==> src/rtl/md_pkg.sv <==
// Shared multiply/divide op codes and scheduler state encoding, used by the
// decoder, the scheduler and the multiply/divide unit.
package md_pkg;

    localparam logic [3:0] OP_MULT  = 4'b0000;
    localparam logic [3:0] OP_MULTU = 4'b0001;
    localparam logic [3:0] OP_DIV   = 4'b0010;
    localparam logic [3:0] OP_DIVU  = 4'b0011;
    localparam logic [3:0] OP_MFHI  = 4'b0100;
    localparam logic [3:0] OP_MFLO  = 4'b0101;
    localparam logic [3:0] OP_MTHI  = 4'b0110;
    localparam logic [3:0] OP_MTLO  = 4'b0111;

    typedef enum logic [1:0] {
        ST_IDLE  = 2'b00,
        ST_ISSUE = 2'b01,
        ST_BUSY  = 2'b10
    } md_state_e;

    function automatic logic op_is_legal(input logic [3:0] op);
        return !op[3];
    endfunction

    // mult/multu/div/divu occupy the unit for a countdown
    function automatic logic op_is_long(input logic [3:0] op);
        return op[3:2] == 2'b00;
    endfunction

    function automatic logic op_is_div(input logic [3:0] op);
        return op[3:1] == 3'b001;
    endfunction

    function automatic logic op_writes_hilo(input logic [3:0] op);
        return op_is_legal(op) && (op != OP_MFHI) && (op != OP_MFLO);
    endfunction

endpackage

==> src/rtl/md_lat_counter.sv <==
// Down-counter timing a long multiply/divide; reports count==1 and count>1.
module md_lat_counter #(
    parameter int W = 4
) (
    input  logic         clk,
    input  logic         reset,
    input  logic         load_i,
    input  logic [W-1:0] load_val_i,
    input  logic         dec_i,
    output logic         is_one_o,
    output logic         gt_one_o
);

    logic [W-1:0] cnt_q;
    logic [W-1:0] cnt_d;

    always_comb begin
        cnt_d = cnt_q;
        if (load_i) begin
            cnt_d = load_val_i;
        end else if (dec_i && (cnt_q != '0)) begin
            cnt_d = cnt_q - 1'b1;
        end
    end

    always_ff @(posedge clk or posedge reset) begin
        if (reset) begin
            cnt_q <= '0;
        end else begin
            cnt_q <= cnt_d;
        end
    end

    assign is_one_o = (cnt_q == W'(1));
    assign gt_one_o = (cnt_q >  W'(1));

endmodule

==> src/rtl/md_sched.sv <==
// Decode-stage interlock and issue sequencer for the multiply/divide unit.
module md_sched
    import md_pkg::*;
#(
    parameter int MULT_LAT = 5,
    parameter int DIV_LAT  = 10
) (
    input  logic       clk,
    input  logic       reset,
    input  logic       req_valid,
    input  logic [3:0] req_op,
    input  logic       e_flush,
    output logic       stall,
    output logic       md_start,
    output logic       md_hlwr,
    output logic [3:0] md_op,
    output logic       md_busy,
    output logic       md_done,
    output logic       illegal_op
);

    localparam int MAX_LAT = (MULT_LAT > DIV_LAT) ? MULT_LAT : DIV_LAT;
    localparam int CNT_W   = $clog2(MAX_LAT + 1);

    md_state_e  state_q;
    logic [3:0] op_q;
    logic       illegal_q;

    logic       cnt_is_one;
    logic       cnt_gt_one;
    logic       cnt_load;
    logic [CNT_W-1:0] lat_d;

    logic       in_issue;
    logic       in_busy;
    logic       issue_long;
    logic       accept;
    logic       accept_legal;

    assign in_issue   = (state_q == ST_ISSUE);
    assign in_busy    = (state_q == ST_BUSY);
    assign issue_long = in_issue && op_is_long(op_q);

    assign stall        = req_valid && (issue_long || (in_busy && cnt_gt_one));
    assign accept       = req_valid && !stall;
    assign accept_legal = accept && op_is_legal(req_op);

    // A flushed ISSUE cycle never reaches the unit and never starts a countdown
    assign cnt_load = issue_long && !e_flush;
    assign lat_d    = op_is_div(op_q) ? CNT_W'(DIV_LAT) : CNT_W'(MULT_LAT);

    md_lat_counter #(
        .W (CNT_W)
    ) u_cnt (
        .clk        (clk),
        .reset      (reset),
        .load_i     (cnt_load),
        .load_val_i (lat_d),
        .dec_i      (in_busy),
        .is_one_o   (cnt_is_one),
        .gt_one_o   (cnt_gt_one)
    );

    always_ff @(posedge clk or posedge reset) begin
        if (reset) begin
            state_q   <= ST_IDLE;
            op_q      <= OP_MULT;
            illegal_q <= 1'b0;
        end else begin
            illegal_q <= accept && !op_is_legal(req_op);
            if (accept_legal) begin
                op_q <= req_op;
            end
            case (state_q)
                ST_IDLE: begin
                    if (accept_legal) state_q <= ST_ISSUE;
                end
                ST_ISSUE: begin
                    if (cnt_load)          state_q <= ST_BUSY;
                    else if (accept_legal) state_q <= ST_ISSUE;
                    else                   state_q <= ST_IDLE;
                end
                ST_BUSY: begin
                    if (cnt_is_one) state_q <= accept_legal ? ST_ISSUE : ST_IDLE;
                end
                default: state_q <= ST_IDLE;
            endcase
        end
    end

    assign md_start   = in_issue && !e_flush;
    assign md_hlwr    = in_issue && !e_flush && op_writes_hilo(op_q);
    assign md_op      = op_q;
    assign md_busy    = issue_long || in_busy;
    assign md_done    = in_busy && cnt_is_one;
    assign illegal_op = illegal_q;

endmodule
==> config.mk <==
export PLATFORM = sky130hd
export DESIGN_NAME = md_sched
export DESIGN_NICKNAME = d
export VERILOG_FILES = /design/src/rtl/md_pkg.sv /design/src/rtl/md_lat_counter.sv /design/src/rtl/md_sched.sv
export SDC_FILE = /design/constraint.sdc
export NUM_CORES = 1
export LEC_CHECK = 0
export CORE_MARGIN = 2
export CORE_UTILIZATION = 35
export CTS_BUF_LIST = sky130_fd_sc_hd__clkbuf_2 sky130_fd_sc_hd__clkbuf_4 sky130_fd_sc_hd__clkbuf_8
export CTS_CLUSTER_SIZE = 8
export DETAILED_ROUTE_END_ITERATION = 12
export HOLD_SLACK_MARGIN = 0.12
export PLACE_DENSITY = 0.62
export SLEW_MARGIN = 20
export SYNTH_ARGS = -nofsm -noshare
export SYNTH_HDL_FRONTEND = slang
export SYNTH_HIERARCHICAL = 1
export SYNTH_SLANG_ARGS = --single-unit
==> constraint.sdc <==
create_clock -name clk -period 4 [get_ports clk]
set_input_delay 0.8 -clock clk [delete_from_list [all_inputs] [get_ports clk]]
set_output_delay 0.8 -clock clk [all_outputs]
set_load 0.005 [all_outputs]
==> summary.md <==
| Metric | Value |
|---|---|
| Int Power | 0.322 mW |
| Root buffer cell | clkbuf_4 |
| RSZ-0062 raised after global routing | false |
| Hold depth | 1 |
| Buffers added on ports | 17 |
| Ratio of cells with drive above 1 in the final layout | 15.6% |
| Number of fill cells in the layout | 184 |
| Post-Route WL | roughly 1300 um |
| Synthesis-to-layout area growth | 34.5% |
| Buf+Inv Stages, Crit Path | 2 |
| Die ar. | between 2000 and 2500 um^2 |
| Largest net degree at the start of global routing | 13 |
| Pre-antenna DRT Iters | 4 |
| WS Path Type | input pin to primary output |
| Final instance area | between 800 and 900 um^2 |
| GPL Wtd Cong | around 0.76 |
| Most frequent CP cell | clkdlybuf4s50_1 |
| CTS Buf Count | 3 |
| Die width | about 48 um |
| Power per cell area | approximately 570 nW/um^2 |
| Fin. Hold Viols | 0 |
| Overflow left after global routing | 0 |
| Unique masters post-synth | 28 |
| Count of hold-fix buffers inserted at cts | 0 |
| CP Cell Sequence | clkdlybuf4s50_1 -> or3b_2 -> nor3_1 -> clkdlybuf4s50_1 |
| Worst-case reg-to-reg path depth | 6 |
| Startpoint types | input pin |
| Crit. End Element | primary output |
| Starting density of the core | between 30% and 40% |
| Row cnt | 15 |
| Crit path max fanout | 3 |
| Synthesized cell area | between 600 and 700 um^2 |
| Status | finished clean |
| Setup_tns | 0 ns |
| CTS H-tree lvls | 1 |
| Crit-path leading delay family | buffers and inverters |
| Seq pwr share | between 30% and 40% |
| Register area | roughly 280 um^2 |
| Via density | a little under 5 |
| Clock sink count | 11 |
| Seq/Total Area, Yosys | 41.4% |
| Logic gate share of total power | 46.0% |
| CP required | ~3.2 ns |
| CP Depth | 4 |
| HPWL after detailed placement | approximately 1000 um |
| VDD IR max | roughly 0.00029 V |
| Clock share of power | between 10% and 20% |
| Gr usage total | 13.7% |
| Global-route wire length before repair | between 2000 and 2500 um |
| # DRC | 0 |
| Vias | ~550 |
| CP arrival | about 2.4 ns |
| Post-CTS resize count | 0 |
| Clk_skew | 0.00197 ns |
| Max clock buf depth | 2 |
| Top Ports | 18 |
| Layout Nets | 102 |
| Vias in the first global route | around 480 |
| DP Area | between 800 and 900 um^2 |
| Initial DRC count | 4 |
| Max Cap Violations | 0 |
| Pleak | around 0.4 nW |
| Clock-pin slew on the worst setup and hold paths | 0.07 ns |
| F_max | between 300 and 400 MHz |
| Final setup viols | 0 |
| Tmin final | between 3 and 4 ns |
| Core area | 1760 um^2 |
| Relative slew slack | ~64% |
| Yosys warning count | 6 |
| Mapped Cells | between 60 and 70 |
| Post-Syn Nets | 80 |
| Area of the multi-input gates | about 350 um^2 |
| Switching portion of total power | 36.7% |
| ANT cells | 0 |
| Clock latency on the worst-skew pair | between 0.2 and 0.3 ns |
| Slowest cell on crit path | clkdlybuf4s50_1 |
| Antenna violations before repair | 0 |
| Mean routed wirelength per cell | roughly 11 um |
| Switching pwr | approximately 0.19 mW |
| ANT nets after route | 0 |
| Mean Syn Cell Area | 9.63 um^2 |
| CP max stage delay | between 0.5 and 0.6 ns |
| Final Max Tran Viols | 0 |
| Period utilization | 79.2% |
| Die Ht | 47.6 um |
| CTS tree | built |
| Slew of the pin with the lowest slew margin | approximately 0.53 ns |
| Postcts setup bufs | 0 |
| Hold crit path type | flop to flop |
| Register bit total from synthesis | 11 |
cells by family after synthesis:
logic type	synth area share, %
mux	6.59
flops	41.4
compound gates	16.0
buf+inv	6.21
simple gates	24.1
fa+ha+maj	5.65
cell type report:
cell class	count	area share [%]
multi-input cells	48	38.9
inverters	9	3.78
clock buffers	3	2.52
clock inverters	1	0.560
flip-flops and latches	11	30.8
well taps	25	3.50
repair buffers	18	19.9
cells in the final DEF (no fill, tap or decap), drive strengths merged, types with 3 or more instances in the layout:
cell,netlist,routed
nor2,3,3
nor3,3,3
and2,3,3
nor2b,4,4
mux2,3,3
nand2,6,6
inv,9,9
clkdlybuf4s50,0,17
a21oi,6,6
dfrtp,11,11
ha,3,3
clkbuf,0,3
stage by stage:
stage / utilization (%) / hold WS, ns / setup slack, ns / cells / power (mW)
2_1_floorplan: - / 0.489 / 1.73 / 69 / 0.338
3_3_place_gp: 49.1 / 0.473 / 0.842 / 111 / 0.430
3_5_place_dp: 49.1 / 0.488 / 0.823 / 111 / 0.435
4_1_cts: 50.6 / 0.505 / 0.820 / 115 / 0.518
5_1_grt: 50.6 / 0.517 / 0.756 / 115 / 0.559
6_report: 50.6 / 0.497 / 0.833 / 115 / 0.508
registers in the layout, indices dropped and copies added (netlist names):
name	count
md_op	4
u_cnt/cnt_q	4
state_q	2
illegal_op	1
final timing paths:
check | slack (ns) | from | endpoint
setup / recovery | 0.83 | e_flush | md_hlwr
hold / removal | 0.50 | md_op[0] | md_op[0]
setup reg to reg | 2.17 | state_q[1] | u_cnt/cnt_q[0]
hold reg to reg | 0.50 | md_op[0] | md_op[0]
max in group asynchronous | 3.00 | reset | md_op[0]
min in group asynchronous | 0.72 | reset | u_cnt/cnt_q[3]
power by group through the flow:
stage | clock (mW) | combinational [mW] | sequential, mW
after floorplan | 0 | 0.149 | 0.190
after global routing | 0.0904 | 0.266 | 0.203
after CTS | 0.0840 | 0.238 | 0.196
final | 0.0791 | 0.234 | 0.195
after detailed placement | 0 | 0.236 | 0.199
after global placement | 0 | 0.233 | 0.198
metal layers:
layer | vias to the layer above | routed length, um | GRT usage [%]
met3 | 4 | 66 | 6.79
met4 | 0 | 26 | 8.11
li1 | 280 | - | -
met2 | 13 | 608 | 18.9
met5 | - | 0 | 0
met1 | 257 | 586 | 17.2
synth_stat cells:
| cell type | n | area [um^2] |
|---|---|---|
| or3b_4 | 1 | 11.3 |
| and2_1 | 1 | 6.26 |
| buf_4 | 1 | 7.51 |
| nor2_1 | 3 | 11.3 |
| dfrtp_1 | 11 | 275 |
| a21oi_1 | 6 | 30.0 |
| o21ba_2 | 1 | 10.0 |
| nor3_1 | 3 | 15.0 |
| o311ai_0 | 2 | 17.5 |
| or2_2 | 1 | 6.26 |
| o21ai_1 | 1 | 5.00 |
| or3b_2 | 1 | 8.76 |
| a211o_2 | 1 | 10.0 |
| nor3b_1 | 1 | 7.51 |
| nor2b_4 | 1 | 13.8 |
| and3_1 | 1 | 6.26 |
| a2111o_1 | 1 | 11.3 |
| nor4b_1 | 2 | 17.5 |
| a31o_1 | 1 | 8.76 |
| o21ai_0 | 1 | 5.00 |
| nor2b_1 | 3 | 18.8 |
| ha_1 | 3 | 37.5 |
| mux2i_1 | 1 | 10.0 |
| inv_1 | 9 | 33.8 |
| mux2_1 | 3 | 33.8 |
| and2_2 | 2 | 15.0 |
| nand2_1 | 6 | 22.5 |
| a21o_2 | 1 | 8.76 |
(Power assumes the default switching activity.)
